--- config.mk ---
export PLATFORM = sky130hd
export DESIGN_NAME = fg_dac_write_sequencer
export DESIGN_NICKNAME = d
export VERILOG_FILES = /design/src/rtl/fg_dac_pkg.sv /design/src/rtl/fg_down_counter.sv /design/src/rtl/fg_dac_write_sequencer.sv
export SDC_FILE = /design/constraint.sdc
export NUM_CORES = 1
export LEC_CHECK = 0
export CAP_MARGIN = 20
export CORE_ASPECT_RATIO = 0.9
export CORE_MARGIN = 2
export CORE_UTILIZATION = 52
export DETAILED_ROUTE_END_ITERATION = 16
export HOLD_SLACK_MARGIN = 0.12
export PLACE_DENSITY_LB_ADDON = 0.15
export SYNTH_ARGS = -nofsm -noshare
export SYNTH_HDL_FRONTEND = slang
export SYNTH_SLANG_ARGS = --single-unit
--- constraint.sdc ---
create_clock -name clk_i -period 3.18 [get_ports clk_i]
set_input_delay 0.636 -clock clk_i [delete_from_list [all_inputs] [get_ports clk_i]]
set_output_delay 0.636 -clock clk_i [all_outputs]
set_load 0.01 [all_outputs]
--- src/rtl/fg_dac_pkg.sv ---
// Shared constants for the function-generator DAC write sequencer: state encoding,
// default timing and the saturating overrun-count update.
package fg_dac_pkg;

    localparam int OVR_CNT_WIDTH       = 8;
    localparam int DEF_WR_PULSE_CYCLES = 2;
    localparam int DEF_SETTLE_CYCLES   = 500;
    localparam int DEF_CNT_WIDTH       = 16;

    localparam logic [2:0] ST_IDLE   = 3'd0;
    localparam logic [2:0] ST_SETUP  = 3'd1;
    localparam logic [2:0] ST_WR_LOW = 3'd2;
    localparam logic [2:0] ST_HOLD   = 3'd3;
    localparam logic [2:0] ST_SETTLE = 3'd4;
    localparam logic [2:0] ST_CLEAR  = 3'd5;

    localparam logic [OVR_CNT_WIDTH-1:0] OVR_CNT_MAX = '1;

    // Clear takes effect first, so a drop in the same cycle leaves the count at 1.
    function automatic logic [OVR_CNT_WIDTH-1:0] ovr_cnt_update(
        input logic [OVR_CNT_WIDTH-1:0] cnt,
        input logic                     clr,
        input logic                     drop
    );
        logic [OVR_CNT_WIDTH-1:0] base;
        logic [OVR_CNT_WIDTH-1:0] result;
        base   = clr ? '0 : cnt;
        result = base;
        if (drop && (base != OVR_CNT_MAX)) begin
            result = base + OVR_CNT_WIDTH'(1);
        end
        return result;
    endfunction

endpackage

--- src/rtl/fg_down_counter.sv ---
// Loadable down counter with zero flag; holds at zero instead of wrapping.
module fg_down_counter #(
    parameter int CNT_WIDTH = 16
) (
    input  logic                 clk,
    input  logic                 srst,
    input  logic                 load,
    input  logic [CNT_WIDTH-1:0] load_val,
    input  logic                 dec,
    output logic                 zero
);

    logic [CNT_WIDTH-1:0] count_reg;

    always_ff @(posedge clk) begin
        if (srst) begin
            count_reg <= '0;
        end else if (load) begin
            count_reg <= load_val;
        end else if (dec && (count_reg != '0)) begin
            count_reg <= count_reg - CNT_WIDTH'(1);
        end
    end

    assign zero = (count_reg == '0);

endmodule

--- src/rtl/fg_dac_write_sequencer.sv ---
// Drives the parallel DAC write cycle (setup, WR_n pulse, hold, settle) and the DAC clear
// pulse from the generator sample stream, counting samples dropped while not ready.
module fg_dac_write_sequencer
    import fg_dac_pkg::*;
#(
    parameter int BITWIDTH        = 8,
    parameter int WR_PULSE_CYCLES = DEF_WR_PULSE_CYCLES,
    parameter int SETTLE_CYCLES   = DEF_SETTLE_CYCLES,
    parameter int CNT_WIDTH       = DEF_CNT_WIDTH
) (
    input  logic                     clk_i,
    input  logic                     rst_i,
    input  logic                     enable_i,
    input  logic [BITWIDTH-1:0]      sample_i,
    input  logic                     sampleValid_i,
    output logic                     sampleReady_o,
    input  logic                     clearReq_i,
    output logic [BITWIDTH-1:0]      dac_data_o,
    output logic                     dac_wr_n_o,
    output logic                     dac_clr_n_o,
    output logic                     dac_pd_n_o,
    output logic                     busy_o,
    output logic [OVR_CNT_WIDTH-1:0] overrunCnt_o,
    input  logic                     overrunClr_i
);

    localparam logic [CNT_WIDTH-1:0] WR_LOAD     = CNT_WIDTH'(WR_PULSE_CYCLES - 1);
    localparam logic [CNT_WIDTH-1:0] SETTLE_LOAD = CNT_WIDTH'(SETTLE_CYCLES - 1);

    logic [2:0]               state_reg, state_next;
    logic [BITWIDTH-1:0]      data_reg, data_next;
    logic                     wr_n_reg, wr_n_next;
    logic                     clr_n_reg, clr_n_next;
    logic                     pd_n_reg;
    logic [OVR_CNT_WIDTH-1:0] ovr_cnt_reg;
    logic                     clr_prev_reg;
    logic                     clr_pending_reg, clr_pending_next;

    logic                     cnt_load, cnt_dec, cnt_zero;
    logic [CNT_WIDTH-1:0]     cnt_load_val;
    logic                     clr_rise, sample_ready, accept, drop, enter_clear;

    assign clr_rise     = clearReq_i & ~clr_prev_reg;
    // A latched clear is served before any sample, so never advertise ready while one waits.
    assign sample_ready = (state_reg == ST_IDLE) & enable_i & ~clearReq_i & ~clr_pending_reg;
    assign accept       = sampleValid_i & sample_ready;
    assign drop         = sampleValid_i & ~sample_ready;

    fg_down_counter #(
        .CNT_WIDTH(CNT_WIDTH)
    ) u_timer (
        .clk      (clk_i),
        .srst     (rst_i),
        .load     (cnt_load),
        .load_val (cnt_load_val),
        .dec      (cnt_dec),
        .zero     (cnt_zero)
    );

    always_ff @(posedge clk_i) begin
        if (rst_i) begin
            state_reg       <= ST_IDLE;
            data_reg        <= '0;
            wr_n_reg        <= 1'b1;
            clr_n_reg       <= 1'b0;
            pd_n_reg        <= 1'b0;
            ovr_cnt_reg     <= '0;
            clr_prev_reg    <= 1'b0;
            clr_pending_reg <= 1'b0;
        end else begin
            state_reg       <= state_next;
            data_reg        <= data_next;
            wr_n_reg        <= wr_n_next;
            clr_n_reg       <= clr_n_next;
            pd_n_reg        <= enable_i;
            ovr_cnt_reg     <= ovr_cnt_update(ovr_cnt_reg, overrunClr_i, drop);
            clr_prev_reg    <= clearReq_i;
            clr_pending_reg <= clr_pending_next;
        end
    end

    always_comb begin
        state_next   = state_reg;
        cnt_load     = 1'b0;
        cnt_load_val = '0;
        cnt_dec      = 1'b0;
        case (state_reg)
            ST_IDLE: begin
                if (clr_rise || clr_pending_reg) begin
                    state_next   = ST_CLEAR;
                    cnt_load     = 1'b1;
                    cnt_load_val = WR_LOAD;
                end else if (accept) begin
                    state_next = ST_SETUP;
                end
            end
            ST_SETUP: begin
                state_next   = ST_WR_LOW;
                cnt_load     = 1'b1;
                cnt_load_val = WR_LOAD;
            end
            ST_WR_LOW: begin
                if (cnt_zero) state_next = ST_HOLD;
                else          cnt_dec    = 1'b1;
            end
            ST_HOLD: begin
                state_next   = ST_SETTLE;
                cnt_load     = 1'b1;
                cnt_load_val = SETTLE_LOAD;
            end
            ST_SETTLE: begin
                if (cnt_zero) state_next = ST_IDLE;
                else          cnt_dec    = 1'b1;
            end
            ST_CLEAR: begin
                if (cnt_zero) begin
                    state_next   = ST_SETTLE;
                    cnt_load     = 1'b1;
                    cnt_load_val = SETTLE_LOAD;
                end else begin
                    cnt_dec = 1'b1;
                end
            end
            default: state_next = ST_IDLE;
        endcase
    end

    // Pin registers are loaded from the next state so each pin lines up with its state.
    always_comb begin
        enter_clear      = (state_reg == ST_IDLE) && (state_next == ST_CLEAR);
        data_next        = data_reg;
        if (enter_clear) begin
            data_next = '0;
        end else if (accept) begin
            data_next = sample_i;
        end
        wr_n_next        = (state_next != ST_WR_LOW);
        clr_n_next       = (state_next != ST_CLEAR);
        clr_pending_next = (clr_pending_reg | clr_rise) & ~enter_clear;
    end

    assign sampleReady_o = sample_ready;
    assign dac_data_o    = data_reg;
    assign dac_wr_n_o    = wr_n_reg;
    assign dac_clr_n_o   = clr_n_reg;
    assign dac_pd_n_o    = pd_n_reg;
    assign busy_o        = (state_reg != ST_IDLE);
    assign overrunCnt_o  = ovr_cnt_reg;

endmodule

==> results of run 1 <==
==> layout by cell type (no fill, tap or decap), types with 2 or more instances in the layout <==
| cell | netlist | final |
|---|---|---|
| xnor2_1 | 7 | 7 |
| buf_4 | 0 | 7 |
| mux2i_1 | 2 | 2 |
| or2_2 | 2 | 2 |
| o21ai_2 | 2 | 2 |
| ha_1 | 2 | 2 |
| inv_1 | 4 | 4 |
| clkbuf_1 | 4 | 2 |
| or3_1 | 4 | 4 |
| a32o_1 | 2 | 2 |
| or3b_2 | 2 | 2 |
| o21ai_1 | 4 | 4 |
| o211ai_1 | 2 | 2 |
| clkbuf_8 | 0 | 6 |
| a21oi_1 | 16 | 16 |
| or4_1 | 4 | 4 |
| nor2_1 | 32 | 32 |
| xor2_1 | 10 | 10 |
| o21ai_0 | 6 | 6 |
| clkdlybuf4s50_1 | 0 | 34 |
| nand3_1 | 15 | 15 |
| nor2b_1 | 9 | 9 |
| nor3_1 | 20 | 20 |
| nand2_1 | 19 | 19 |
| or3_2 | 2 | 2 |
| dfxtp_1 | 40 | 40 |
==> stage by stage <==
stage	cells	setup WS, ns
detailed placement	312	0.3556
global route	320	0.1027
CTS	320	0.2069
floorplan	234	0.6502
finish	320	0.2066
global placement	312	0.3656
==> layout make-up <==
type	count	area, um^2
fillers	338	1222
multi-input cells	180	1070
flip-flops and latches	40	800.8
repair buffers	41	392.9
clock buffers	8	90.09
well taps	46	57.56
inverters	5	18.77
==> critical path: stages, from the launching register on <==
cell and delay (ns):
dfxtp_1 0.42, or3_1 0.46, or4b_1 0.56, inv_2 0.08, clkdlybuf4s50_1 0.53
==> routing by layer <==
| layer | part of all wire, % | global-route usage, % | routed length (um) | vias to the layer above |
|---|---|---|---|---|
| li1 | - | - | - | 903 |
| met1 | 50 | 29.26 | 2061 | 801 |
| met2 | 44 | 31.76 | 1831 | 36 |
| met3 | 4.6 | 4.865 | 190 | 5 |
| met4 | 1.2 | 6.857 | 51 | 0 |
| met5 | 0 | 0 | 0 | - |
==> report_power, final <==
group	leakage, nW	internal [mW]	switching (mW)
combinational	0.517	0.646	0.781
sequential	0.326	0.633	0.154
clock	0.0455	0.177	0.162
==> how the worst max path moves through the flow <==
stage	start	to	slack, ns	depth (start not counted)
after floorplan	u_timer.count_reg[0]$_SDFFE_PP0P_	u_timer.count_reg[8]$_SDFFE_PP0P_	0.65	8
after global placement	clearReq_i	sampleReady_o	0.37	4
after detailed placement	enable_i	sampleReady_o	0.36	4
after CTS	state_reg[0]$_SDFF_PP0_	sampleReady_o	0.21	4
after global routing	state_reg[0]$_SDFF_PP0_	sampleReady_o	0.10	4
final	state_reg[0]$_SDFF_PP0_	sampleReady_o	0.21	4
==> cells by family (layout without fill, tap and decap cells) <==
group | count (synthesis) | after routing | share of synthesized area (%)
simple gates | 117 | 117 | 31.24
fa+ha+maj | 2 | 2 | 1.293
xor+xnor | 17 | 17 | 7.697
mux | 2 | 2 | 1.035
compound gates | 42 | 42 | 14.04
flops | 40 | 40 | 41.40
buf+inv | 14 | 54 | 3.298
==> reports/qor.yml, run 1 <==
yosys:
  ys_warn_count: 0
  synth_ff_type: "dfxtp_1"
  synth.distinct_cells: 45
  yosys_register_bits: 40
  synth.most_common_cell: "dfxtp_1"
  yosysTopAreaCell: "dfxtp_1"
  yosysSeqAreaShare_pct: 41.40
  synthDominantCellAreaShare_pct: 41.40
  synth_cells: 234
  netlist_top_cells_area: "dfxtp_1 41%, nor2_1 6.2%, nor3_1 5.2%"
  async_flop_share_pct: 0
  netlist_area_um2: 1934
  synth_common_cells: "40 x dfxtp_1, 32 x nor2_1, 20 x nor3_1"
  synth_fp_nets: 250
  synth_enable_flop_cells: 0
  avgSynthCellArea_um2: 8.266
cells_and_area:
  stdcell_area_um2: 2430
  drive_gt1_share_pct: 10.58
  fin_nets: 289
  diodes: 0
  largest_reg_flops: 16
  area_growth_pct: 25.61
  finish.utilization_pct: 66.53
routing:
  via_per_inst: 5.453
  first_pass_iters: 4
  initialDrtViolationCount: 100
  routed_wl_um: 4135
  vias: 1745
  wl_per_cell_um: 12.92
  route.detailed.drc: 0
  drtAntennaViolNets: 0
global_route:
  antenna_found_initial: 0
  grt_start_max_net_pins: 14
  grt_pass1_wl_um: 6575
  grt_use_total_pct: 20.82
  grt_pass1_vias: 1430
  grt-ovfl-total: 0
die:
  die_width_um: 68.29
  rows: 21
  fp.dieArea_um2: 4224
  core_um2: 3652
  dieHeight_um: 61.86
  ios: 35
  start_util_pct: 52.96
setup_path:
  path_class: "flip-flop to output pin"
  endpoint_kind: "output pin"
  reg2reg_from: "u_timer.count_reg[1]$_SDFFE_PP0P_"
  reg2regPathDepth: 9
  r2r_slack_ns: 0.63
  arrival_ns: 2.34
  cp-start-kind: "flip-flop"
  cp_data_required_time_ns: 2.54
  r2r-end: "u_timer.count_reg[8]$_SDFFE_PP0P_"
  crit_fanout: 11
pwr:
  powerDensity_nw_per_um2: 1050
  ir_worst_vdd_v: 0.0005704
  power.leakage_nw: 0.8884
  finalPower_mw: 2.552
cts:
  ctsHoldBuffers: 0
  clk_latency_ns: 0.29
  cts_max_path_buffers: 2
  clock_sinks: 40
  cts_htree_levels: 2
  cts_tree: "built"
  cts_resized: 0
  clockRootBuffer: "clkbuf_8"
  path_clk_slew_ns: 0.07
  postCtsSetupBuffers: 0
  numCtsBuffers: 5
placed_design:
  numPortBuffers: 34
  gp_congestion: 0.8542
  placedInstanceArea_um2: 2340
  dp_hpwl_um: 3034
hold_path:
  min_path_cells: 2
  holdPathEnd: "dac_data_o[1]$_SDFFE_PP0P_"
  min_from: "dac_data_o[1]$_SDFFE_PP0P_"
  holdCritPathClass: "flip-flop to flip-flop"
timing:
  final_hold_viol_count: 0
  setup_tns_ns: 0
  fin_crit_sh_pct: 93.50
  clock_skew_ns: 0.001813
  finalCriticalPeriod_ns: 2.973
  slew_headroom_pct: 56.97
  tightest_slew_ns: 0.6441
  rsz0062_at_grt: "false"
  hold_ws_ns: 0.4605
  fmax_ghz: 0.3363
  maxSlewViolCount: 0
  setup_viol: 0
run:
  maxCapViolations: 0
status:
  outcome: "finished, final reports clean"
Power figures use the tool's default switching activity.
==> run 2, diff against run 1 <==
--- a/config.mk
+++ b/config.mk
@@ -8,7 +8,7 @@
 export CAP_MARGIN = 20
 export CORE_ASPECT_RATIO = 0.9
 export CORE_MARGIN = 2
-export CORE_UTILIZATION = 52
+export CORE_UTILIZATION = 56
 export DETAILED_ROUTE_END_ITERATION = 16
 export HOLD_SLACK_MARGIN = 0.12
 export PLACE_DENSITY_LB_ADDON = 0.15
==> constraint.sdc (replaced) <==
create_clock -name clk_i -period 3.8 [get_ports clk_i]
set_input_delay 0.76 -clock clk_i [delete_from_list [all_inputs] [get_ports clk_i]]
set_output_delay 0.76 -clock clk_i [all_outputs]
set_load 0.01 [all_outputs]
==> reports/qor.yml, run 2 (synthesized netlist as in run 1, its figures left out) <==
setup_path:
  path_class: "flip-flop to output pin"
  r2r-end: "u_timer.count_reg[8]$_SDFFE_PP0P_"
  arrival_ns: 2.50
  reg2reg_from: "u_timer.count_reg[1]$_SDFFE_PP0P_"
  cp_data_required_time_ns: 3.04
  cp-start-kind: "flip-flop"
  crit_fanout: 11
  r2r_slack_ns: 1.05
  endpoint_kind: "output pin"
  reg2regPathDepth: 9
timing:
  rsz0062_at_grt: "false"
  setup_viol: 0
  finalCriticalPeriod_ns: 3.257
  maxSlewViolCount: 0
  fmax_ghz: 0.3070
  final_hold_viol_count: 0
  hold_ws_ns: 0.4528
  clock_skew_ns: 0.007660
  worst_slack_ns: 0.5429
  slew_headroom_pct: 53.03
  setup_tns_ns: 0
  tightest_slew_ns: 0.7015
  fin_crit_sh_pct: 85.71
die:
  ios: 35
  rows: 20
  fp.dieArea_um2: 3941
  dieHeight_um: 59.76
  die_width_um: 65.95
  core_um2: 3353
  start_util_pct: 57.69
cells_and_area:
  finish.utilization_pct: 71.57
  area_growth_pct: 24.06
  largest_reg_flops: 16
  final_cells: 314
  layout_common_cells: "40 x dfxtp_1, 34 x clkdlybuf4s50_1, 32 x nor2_1"
  stdcell_area_um2: 2400
  diodes: 0
  fin_nets: 285
  final_common_cell: "dfxtp_1"
  drive_gt1_share_pct: 10.00
hold_path:
  holdPathEnd: "dac_data_o[5]$_SDFFE_PP0P_"
  min_from: "dac_data_o[5]$_SDFFE_PP0P_"
  holdCritPathClass: "flip-flop to flip-flop"
  min_path_cells: 2
pwr:
  pwr-share-comb_pct: 55.3
  finalPower_mw: 2.110
  ir_worst_vdd_v: 0.0005493
  power_switching_mw: 0.9288
  pwr-share-clk_pct: 13.7
  p_int_mw: 1.181
  power.leakage_nw: 0.8737
  powerDensity_nw_per_um2: 879.2
  swShare_pct: 44.02
  seq_power_share_pct: 31.0
placed_design:
  dp_hpwl_um: 2955
  numPortBuffers: 34
  placedInstanceArea_um2: 2307
  gp_congestion: 0.9077
  placedCellCount: 306
  pre_cts_ws_ns: 0.5893
global_route:
  grt_start_max_net_pins: 17
  grt_pass1_wl_um: 6886
  grt_use_total_pct: 22.76
  grt_pass1_vias: 1552
  grt-ovfl-total: 0
  antenna_found_initial: 0
cts:
  clock_sinks: 40
  ctsHoldBuffers: 0
  numCtsBuffers: 5
  path_clk_slew_ns: 0.08
  cts_max_path_buffers: 2
  postCtsSetupBuffers: 0
  cts_htree_levels: 2
  clockRootBuffer: "clkbuf_8"
  cts_resized: 0
  cts_tree: "built"
  clk_latency_ns: 0.30
routing:
  drtAntennaViolNets: 0
  initialDrtViolationCount: 108
  route.detailed.drc: 0
  via_per_inst: 5.478
  first_pass_iters: 4
  vias: 1720
  routed_wl_um: 4106
  wl_per_cell_um: 13.08
status:
  outcome: "finished, final reports clean"
run:
  maxCapViolations: 0
-- run 2: cell count changes in the layout (fill, tap and decap cells not counted), sizes merged --
cell and delta:
clkbuf -2, buf -4, clkinv +2
-- run 2: worst max-delay path by stage --
stage,startpoint,endpoint,slack (ns),cells past startpoint
global placement,enable_i,sampleReady_o,0.63,4
CTS,state_reg[0]$_SDFF_PP0_,sampleReady_o,0.54,4
global route,state_reg[0]$_SDFF_PP0_,sampleReady_o,0.44,4
finish,state_reg[0]$_SDFF_PP0_,sampleReady_o,0.54,4
detailed placement,enable_i,sampleReady_o,0.59,4
floorplan,u_timer.count_reg[0]$_SDFFE_PP0P_,u_timer.count_reg[8]$_SDFFE_PP0P_,1.27,8
-- run 2: routing by layer --
layer / track usage (%) / vias up / part of all wire [%]
met2: 33.19 / 45 / 44
met5: 0 / - / 0
li1: - / 890 / -
met4: 9.621 / 0 / 1.7
met3: 5.085 / 8 / 5.6
met1: 32.55 / 777 / 49
-- run 2: power by group through the flow --
stage	Sequential [mW]	Combinational (mW)	Clock [mW]
after floorplan	0.613	0.942	0
after global placement	0.660	1.14	0
after detailed placement	0.660	1.15	0
after CTS	0.651	1.16	0.298
after global routing	0.671	1.31	0.311
final	0.654	1.17	0.289
-- run 2: critical path, stage by stage, from the launching register on --
cell and delay (ns):
dfxtp_1 0.42, or3_1 0.47, or4b_1 0.57, inv_2 0.17, clkdlybuf4s50_1 0.56
-- run 2: final cells by class --
cell class | count | area, um^2
inverter | 5 | 18.77
multi-input combinational | 180 | 1070
sequential | 40 | 800.8
clock buffer | 6 | 82.58
timing repair buffer | 37 | 362.8
clock inverter | 2 | 10.01
tap | 44 | 55.05
fill | 289 | 953.4
